<file path="config.mk">
export PLATFORM = sky130hd
export DESIGN_NAME = fifo_wr_arbiter
export DESIGN_NICKNAME = d
export VERILOG_FILES = /design/src/rtl/fifo_arb_pkg.sv /design/src/rtl/fifo_wr_arbiter_rr_pick.sv /design/src/rtl/fifo_wr_arbiter.sv
export SDC_FILE = /design/constraint.sdc
export NUM_CORES = 1
export LEC_CHECK = 0
export ABC_AREA = 0
export CORE_MARGIN = 1.5
export CORE_UTILIZATION = 31
export CTS_CLUSTER_SIZE = 8
export DETAILED_ROUTE_END_ITERATION = 10
export PLACE_DENSITY = 0.94
export SLEW_MARGIN = 20
export SYNTH_ARGS = -nofsm -noshare
export SYNTH_HDL_FRONTEND = slang
export SYNTH_SLANG_ARGS = --single-unit
export TNS_END_PERCENT = 30
</file>
<file path="constraint.sdc">
create_clock -name wclk -period 2.7 [get_ports wclk]
set_input_delay 0.54 -clock wclk [delete_from_list [all_inputs] [get_ports wclk]]
set_output_delay 0.54 -clock wclk [all_outputs]
set_load 0.005 [all_outputs]
</file>
<file path="src/rtl/fifo_arb_pkg.sv">
// Shared types and constants for the FIFO write-port arbiter.
package fifo_arb_pkg;

  typedef enum logic {
    ARB_IDLE  = 1'b0,
    ARB_BURST = 1'b1
  } arb_state_t;

  localparam int STAT_W = 16;

endpackage

</file>
<file path="src/rtl/fifo_wr_arbiter_rr_pick.sv">
// Combinational rotating-priority picker: first set bit of req at or above ptr, with wrap.
module rr_pick #(
  parameter int N  = 4,
  parameter int IW = $clog2(N)
) (
  input  logic [N-1:0]  req,
  input  logic [IW-1:0] ptr,
  output logic          any,
  output logic [IW-1:0] index
);

  int j;

  // Scan from the farthest offset down so the nearest hit from ptr wins.
  always_comb begin
    any   = 1'b0;
    index = '0;
    j     = 0;
    for (int k = N - 1; k >= 0; k--) begin
      j = int'(ptr) + k;
      if (j >= N) j = j - N;
      if (req[j]) begin
        any   = 1'b1;
        index = IW'(j);
      end
    end
  end

endmodule

</file>
<file path="src/rtl/fifo_wr_arbiter.sv">
// Round-robin burst arbiter sharing the write port of asynchronous_fifo.
// Optional per-requester beat counters: define FIFO_WR_ARB_STATS_EN.
module fifo_wr_arbiter
  import fifo_arb_pkg::*;
#(
  parameter int N_REQ      = 4,
  parameter int DATA_WIDTH = 8,
  parameter int BURST_LEN  = 4
) (
  input  logic                        wclk,
  input  logic                        wrst_n,
  input  logic [N_REQ-1:0]            req_valid,
  input  logic [N_REQ*DATA_WIDTH-1:0] req_data,
  output logic [N_REQ-1:0]            req_ready,
  input  logic                        full,
  output logic                        w_en,
  output logic [DATA_WIDTH-1:0]       data_in,
  output logic [$clog2(N_REQ)-1:0]    grant_id,
  output logic                        busy,
  output logic [N_REQ*STAT_W-1:0]     beat_cnt
);

  localparam int IW = $clog2(N_REQ);
  localparam int CW = (BURST_LEN > 1) ? $clog2(BURST_LEN) : 1;

  arb_state_t    state, state_n;
  logic [IW-1:0] grant_n, ptr, ptr_n, grant_inc, pick_ptr, pick_idx;
  logic [CW-1:0] burst_ctr, ctr_n;
  logic          pick_any, beat, last_beat, release_g;

  assign busy      = (state == ARB_BURST);
  assign beat      = busy && req_valid[grant_id] && !full;
  assign w_en      = beat;
  assign data_in   = busy ? req_data[grant_id*DATA_WIDTH +: DATA_WIDTH] : '0;
  assign grant_inc = (grant_id == IW'(N_REQ - 1)) ? '0 : grant_id + 1'b1;
  assign last_beat = beat && (burst_ctr == CW'(BURST_LEN - 1));
  assign release_g = busy && (last_beat || !req_valid[grant_id]);

  always_comb begin
    req_ready = '0;
    if (busy && !full) req_ready[grant_id] = 1'b1;
  end

  // During a burst the picker already looks from the post-release pointer,
  // so a handover needs no idle cycle.
  assign pick_ptr = busy ? grant_inc : ptr;

  rr_pick #(.N(N_REQ), .IW(IW)) u_pick (
    .req   (req_valid),
    .ptr   (pick_ptr),
    .any   (pick_any),
    .index (pick_idx)
  );

  always_ff @(posedge wclk or negedge wrst_n) begin
    if (!wrst_n) begin
      state     <= ARB_IDLE;
      grant_id  <= '0;
      ptr       <= '0;
      burst_ctr <= '0;
    end else begin
      state     <= state_n;
      grant_id  <= grant_n;
      ptr       <= ptr_n;
      burst_ctr <= ctr_n;
    end
  end

  always_comb begin
    state_n = state;
    grant_n = grant_id;
    ptr_n   = ptr;
    ctr_n   = burst_ctr;
    unique case (state)
      ARB_IDLE: begin
        if (pick_any) begin
          state_n = ARB_BURST;
          grant_n = pick_idx;
          ctr_n   = '0;
        end
      end
      ARB_BURST: begin
        if (release_g) begin
          ptr_n = grant_inc;
          ctr_n = '0;
          if (pick_any) grant_n = pick_idx;
          else          state_n = ARB_IDLE;
        end else if (beat) begin
          ctr_n = burst_ctr + 1'b1;
        end
      end
      default: state_n = ARB_IDLE;
    endcase
  end

`ifdef FIFO_WR_ARB_STATS_EN
  logic [N_REQ-1:0][STAT_W-1:0] cnt;

  for (genvar gi = 0; gi < N_REQ; gi++) begin : g_stat
    always_ff @(posedge wclk or negedge wrst_n) begin
      if (!wrst_n)                                                cnt[gi] <= '0;
      else if (beat && grant_id == IW'(gi) && cnt[gi] != '1)      cnt[gi] <= cnt[gi] + 1'b1;
    end
  end

  assign beat_cnt = cnt;
`else
  assign beat_cnt = '0;
`endif

endmodule

</file>
==> run metrics, run 1 <==
run status=complete, no violations; P&R area growth vs syn=36.92%; required time of the critical path=2.16 ns; min-delay worst type=register to register; #FFs+latches synth=7; CTS sink cnt=7; post-layout util=0.4405; first-pass GRT wire length=3974 µm; hold path start=ptr[0]; Mapped Avg Cell Area=8.871 µm²; Post-Route WL=2703 µm; WHS Endpoint=ptr[0]; via count=1012; num ports=about 120; Die Span Y=67.20 µm; peak supply drop=246.6 µV; PortBufs=54; grt ovf=0; Hold Path Stages=1; Power Dens Cells=between 600 and 700 nW/µm²; Worst Path Arrival=2.02 ns; critical path type=primary input to output pin; Syn Std Cell Area=1277 µm²; gr usage total=0.1169; DRT Pass-1 Iters=4; Top FF cell, synth=dfrtp_1; sequential cell area fraction in the yosys report=0.1371; Reg2Reg Capture Point=grant_id[0]; GPL Wtd Cong=0.7758; Worst Skew=between 0.001 and 0.0015 ns; wire per inst=10.48 µm; Setup Viol. Count Final=0; Yosys cell types=29; Area after DPL=1694 µm²; max_cap viols=0; critical path peak fanout=1; DRT iter0 DRCs=15; Leak=0.8238 nW; Die Area=between 4000 and 5000 µm²; CTS tree=built; cts bufs inserted=3; H-tree depth=1; clk_lat worst skew=0.22 ns; vias in the first global route=slightly above 900; remaining antenna violation count=0; Post-Syn Instances=144; Initial Util=0.3217; RR Startpoint=grant_id[1]; Longest Clk Path Bufs=2; fmax=391.1 MHz; RSZ-0062 raised after global routing=false; die span in x=67.20 µm; CTS Root Cell=clkbuf_8; crit end category=output pin; worst reg-to-reg path cell count=7; crit path time final=2.557 ns; CTS Hold Bufs=0; number of enable flip-flop cells after synthesis=0; Worst setup SP type=primary input; initial antenna violation count=0; core area=3971 µm²; Synthesis Warnings=0; Diodes inserted=0; non-filler cells, final=roughly 260; Setup TNS Final=0 ns; largest net degree at the start of global routing=19; Final Max Tran Viols=0; Rows=23; asr flop ratio synth=1.000; DP Cell Count=253; final hold violation count=0; reg2reg setup slack=~0.69 ns; DR vias/cell=around 3.9; Post-Route Hold Slack=around 0.5 ns; final net count=253; crit share post-route=0.9471; post-route cell area=1749 µm²; HPWL Detailed=2362 µm; share of layout cells above drive strength 1=0.1250; Clk pin slew, worst setup/hold paths=0.04 ns; DRC=0
==> area by class of cell <==
type / instances / area [µm²]
clock buffer: 4 / 45.04
sequential: 7 / 175.2
timing repair buffer: 65 / 625.6
fill: 390 / 2222
tap: 50 / 62.56
inverter: 4 / 15.01
multi-input combinational: 128 / 825.8
==> critical path, cell delays in order <==
cell and delay, ns:
clkdlybuf4s50_1 0.42, mux4_2 0.46, and2_1 0.16, clkdlybuf4s50_1 0.43
==> worst max path at each step <==
stage | from | end | slack [ns]
2_1_floorplan | grant_id[0] | data_in[0] | 0.73
3_3_place_gp | req_valid[3] | w_en | 0.03
3_5_place_dp | req_valid[3] | w_en | 0.03
4_1_cts | req_valid[3] | w_en | 0.03
5_1_grt | grant_id[0] | data_in[1] | 0.06
6_report | req_data[28] | data_in[4] | 0.14
==> layer usage <==
metal  GRT usage  routed length [µm]  vias up
li1            -                   -      486
met3     0.03167                 338        4
met1      0.1178                 903      456
met4     0.05357                  19        0
met2      0.2215                1441       66
met5           0                   0        -
==> report_power, final <==
group / internal [W] / switching [W]
Sequential: 0.000149 / 0.0000448
Combinational: 0.000519 / 0.000321
Clock: 0.000102 / 0.0000397
Total: 0.000770 / 0.000406
==> synth_stat cells, types with 2 or more instances <==
cell type | n | area (µm²)
dfrtp_1 | 7 | 175.2
a21boi_0 | 2 | 15.01
buf_4 | 64 | 480.5
ha_1 | 5 | 62.56
o21ai_0 | 3 | 15.01
mux2_2 | 2 | 22.52
mux4_2 | 9 | 202.7
buf_2 | 2 | 10.01
nand2_1 | 6 | 22.52
o21a_1 | 3 | 22.52
nand2b_1 | 4 | 25.02
and2_1 | 13 | 81.33
inv_1 | 4 | 15.01
nand3_1 | 2 | 10.01
nor2_1 | 3 | 11.26
clkbuf_1 | 2 | 7.510
==> cell families after synthesis <==
group | Yosys count | synth area share
mux | 12 | 0.1841
other cells | 1 | 0.002935
buf+inv | 72 | 0.4016
simple gates | 32 | 0.1361
flops | 7 | 0.1371
fa+ha+maj | 5 | 0.04897
compound gates | 15 | 0.08913
==> repair_timing <==
action,CTS,global route
buffers inserted,0,1
setup endpoints to repair,0,1
resized for setup,0,1
==> flip-flops by register name, summed over array words and instances, names as in the netlist <==
| register | cells |
|---|---|
| burst_ctr | 2 |
| grant_id | 2 |
| ptr | 2 |
| busy | 1 |
==> stage by stage <==
| step | worst slack (ns) | power, W |
|---|---|---|
| after floorplan | 0.7268 | 0.0007279 |
| after global placement | 0.03355 | 0.001020 |
| after detailed placement | 0.03110 | 0.001035 |
| after CTS | 0.03131 | 0.001181 |
| after global routing | 0.05814 | 0.001285 |
| final | 0.1429 | 0.001175 |
==> cell usage in the layout (no fill, tap or decap), drive strengths merged, types with 3 or more instances in the layout <==
master	n
mux4	9
o21ai	3
inv	4
clkbuf	4
and2	13
dfrtp	7
clkdlybuf4s50	53
nand2	6
nor2	3
ha	5
o21a	3
conb	64
nand2b	4
buf	11
Power figures use the tool's default switching activity.
==> run 2: changes to the inputs <==
Settings changed: CORE_UTILIZATION 31 to 32, CTS_BUF_LIST set to sky130_fd_sc_hd__clkbuf_2, PLACE_DENSITY 0.94 to 0.95.
==> run 2 against run 1 <==
Against the previous run: non-clock buffer count down 1; combinational power down 2%; sequential cell count unchanged; clock skew up 0.0064 ns; routed wire length up 2.3%; cell count down 1.2%; critical endpoint is now w_en; largest cell class unchanged; highest routed layer unchanged.
==> run metrics, run 2 (same netlist as run 1, synthesis figures left out) <==
Post-Route WL=2765 µm; cts bufs inserted=3; die span in x=66.19 µm; RSZ-0062 raised after global routing=false; RR Startpoint=grant_id[1]; leading cell type in the layout, fill and taps excluded=conb_1; DRT Pass-1 Iters=4; PortBufs=54; Worst Skew=0.007633 ns; HPWL Detailed=approximately 2300 µm; wire per inst=roughly 11 µm; Post-Place Worst Slack=0.05899 ns; final net count=roughly 250; DRC=0; vias in the first global route=between 900 and 1000; worst-margin pin slew=0.5365 ns; Diodes inserted=0; P&R area growth vs syn=33.99%; DR vias/cell=4.000; largest net degree at the start of global routing=19; Power Dens Cells=approximately 650 nW/µm²; number of cells upsized or downsized after cts=0; CTS Root Cell=clkbuf_2; CTS tree=built; initial antenna violation count=0; max_cap viols=0; crit path time final=2.628 ns; min-delay worst type=register to register; peak supply drop=509.1 µV; WHS Endpoint=ptr[1]; GPL Wtd Cong=roughly 0.76; Die Area=4380 µm²; Longest Clk Path Bufs=2; remaining antenna violation count=0; Rows=22; via count=1020; Initial Util=0.3412; first-pass GRT wire length=3926 µm; num ports=119; CTS Hold Bufs=0; H-tree depth=1; gr usage total=0.1163; post-route cell area=1712 µm²; share of layout cells above drive strength 1=0.1256; required time of the critical path=2.16 ns; Worst Slack Setup Final=a little over 0.07 ns; Leak=0.7984 nW; Die Span Y=66.19 µm; post-layout util=0.4572; commonest cells after routing, fill and taps aside=conb_1 (64), clkdlybuf4s50_1 (54), and2_1 (13); Reg2Reg Capture Point=grant_id[1]; worst reg-to-reg path cell count=6; Setup TNS Final=0 ns; Top Registers=burst_ctr: 2 flops, grant_id: 2 flops, ptr: 2 flops; grt ovf=0; core area=3744 µm²; Clk pin slew, worst setup/hold paths=0.07 ns; Hold Path Stages=1; Max-Slew Margin vs Limit=0.6423; final hold violation count=0; Setup Viol. Count Final=0; fmax=380.5 MHz; Worst setup SP type=primary input; reg2reg setup slack=0.59 ns; Area after DPL=1692 µm²; Final Max Tran Viols=0; hold path start=ptr[1]; crit end category=output pin; DRT iter0 DRCs=17; run status=complete, no violations; clk_lat worst skew=~0.24 ns; Worst Path Arrival=2.09 ns; CTS sink cnt=7; postcts setup bufs=0; critical path peak fanout=2; crit share post-route=0.9734; critical path type=primary input to output pin
-- run 2: cell count changes in the layout (fill, tap and decap cells not counted), sizes merged --
cell,delta
buf,-1
clkdlybuf4s50,+1
dlymetal6s2s,-1
-- run 2: worst max-delay path: stages --
cell and delay [ns]:
clkdlybuf4s50_1 0.42, mux4_2 0.51, and2_1 0.18, clkdlybuf4s50_1 0.44
-- run 2: final cells by class --
class | instances | area (µm²)
clock buffers | 4 | 20.02
fillers | 373 | 2032
inverters | 4 | 15.01
multi-input cells | 128 | 825.8
flip-flops and latches | 7 | 175.2
well taps | 48 | 60.06
repair buffers | 64 | 615.6
-- run 2: metrics by stage --
| stage | power [W] | hold WS (ns) | cells |
|---|---|---|---|
| floorplan | 0.0007279 | 0.2444 | 207 |
| global placement | 0.001007 | 0.4884 | 251 |
| detailed placement | 0.001040 | 0.4972 | 251 |
| CTS | 0.001123 | 0.5136 | 255 |
| global route | 0.001218 | 0.5397 | 255 |
| finish | 0.001111 | 0.5147 | 255 |
-- run 2: how the worst max path moves through the flow --
stage | from | to | cells after the start
after floorplan | grant_id[0] | data_in[0] | 3
after global placement | req_valid[3] | w_en | 4
after detailed placement | req_valid[2] | w_en | 4
after CTS | req_valid[2] | w_en | 4
after global routing | req_valid[3] | w_en | 4
final | req_valid[3] | w_en | 4
-- run 2: power by group --
part | total [W] | switching, W | internal (W) | leakage, nW
sequential | 0.000203 | 0.0000562 | 0.000147 | 0.0839
clock | 0.0000813 | 0.0000420 | 0.0000394 | 0.0166
combinational | 0.000826 | 0.000312 | 0.000514 | 0.698
-- run 2: per-layer routing --
layer  up-vias  global-route usage  wire length (µm)
met3         2             0.03237               292
met2        66              0.2175              1499
met5         -                   0                 0
li1        482                   -                 -
met4         0             0.04592                13
met1       470              0.1208               959
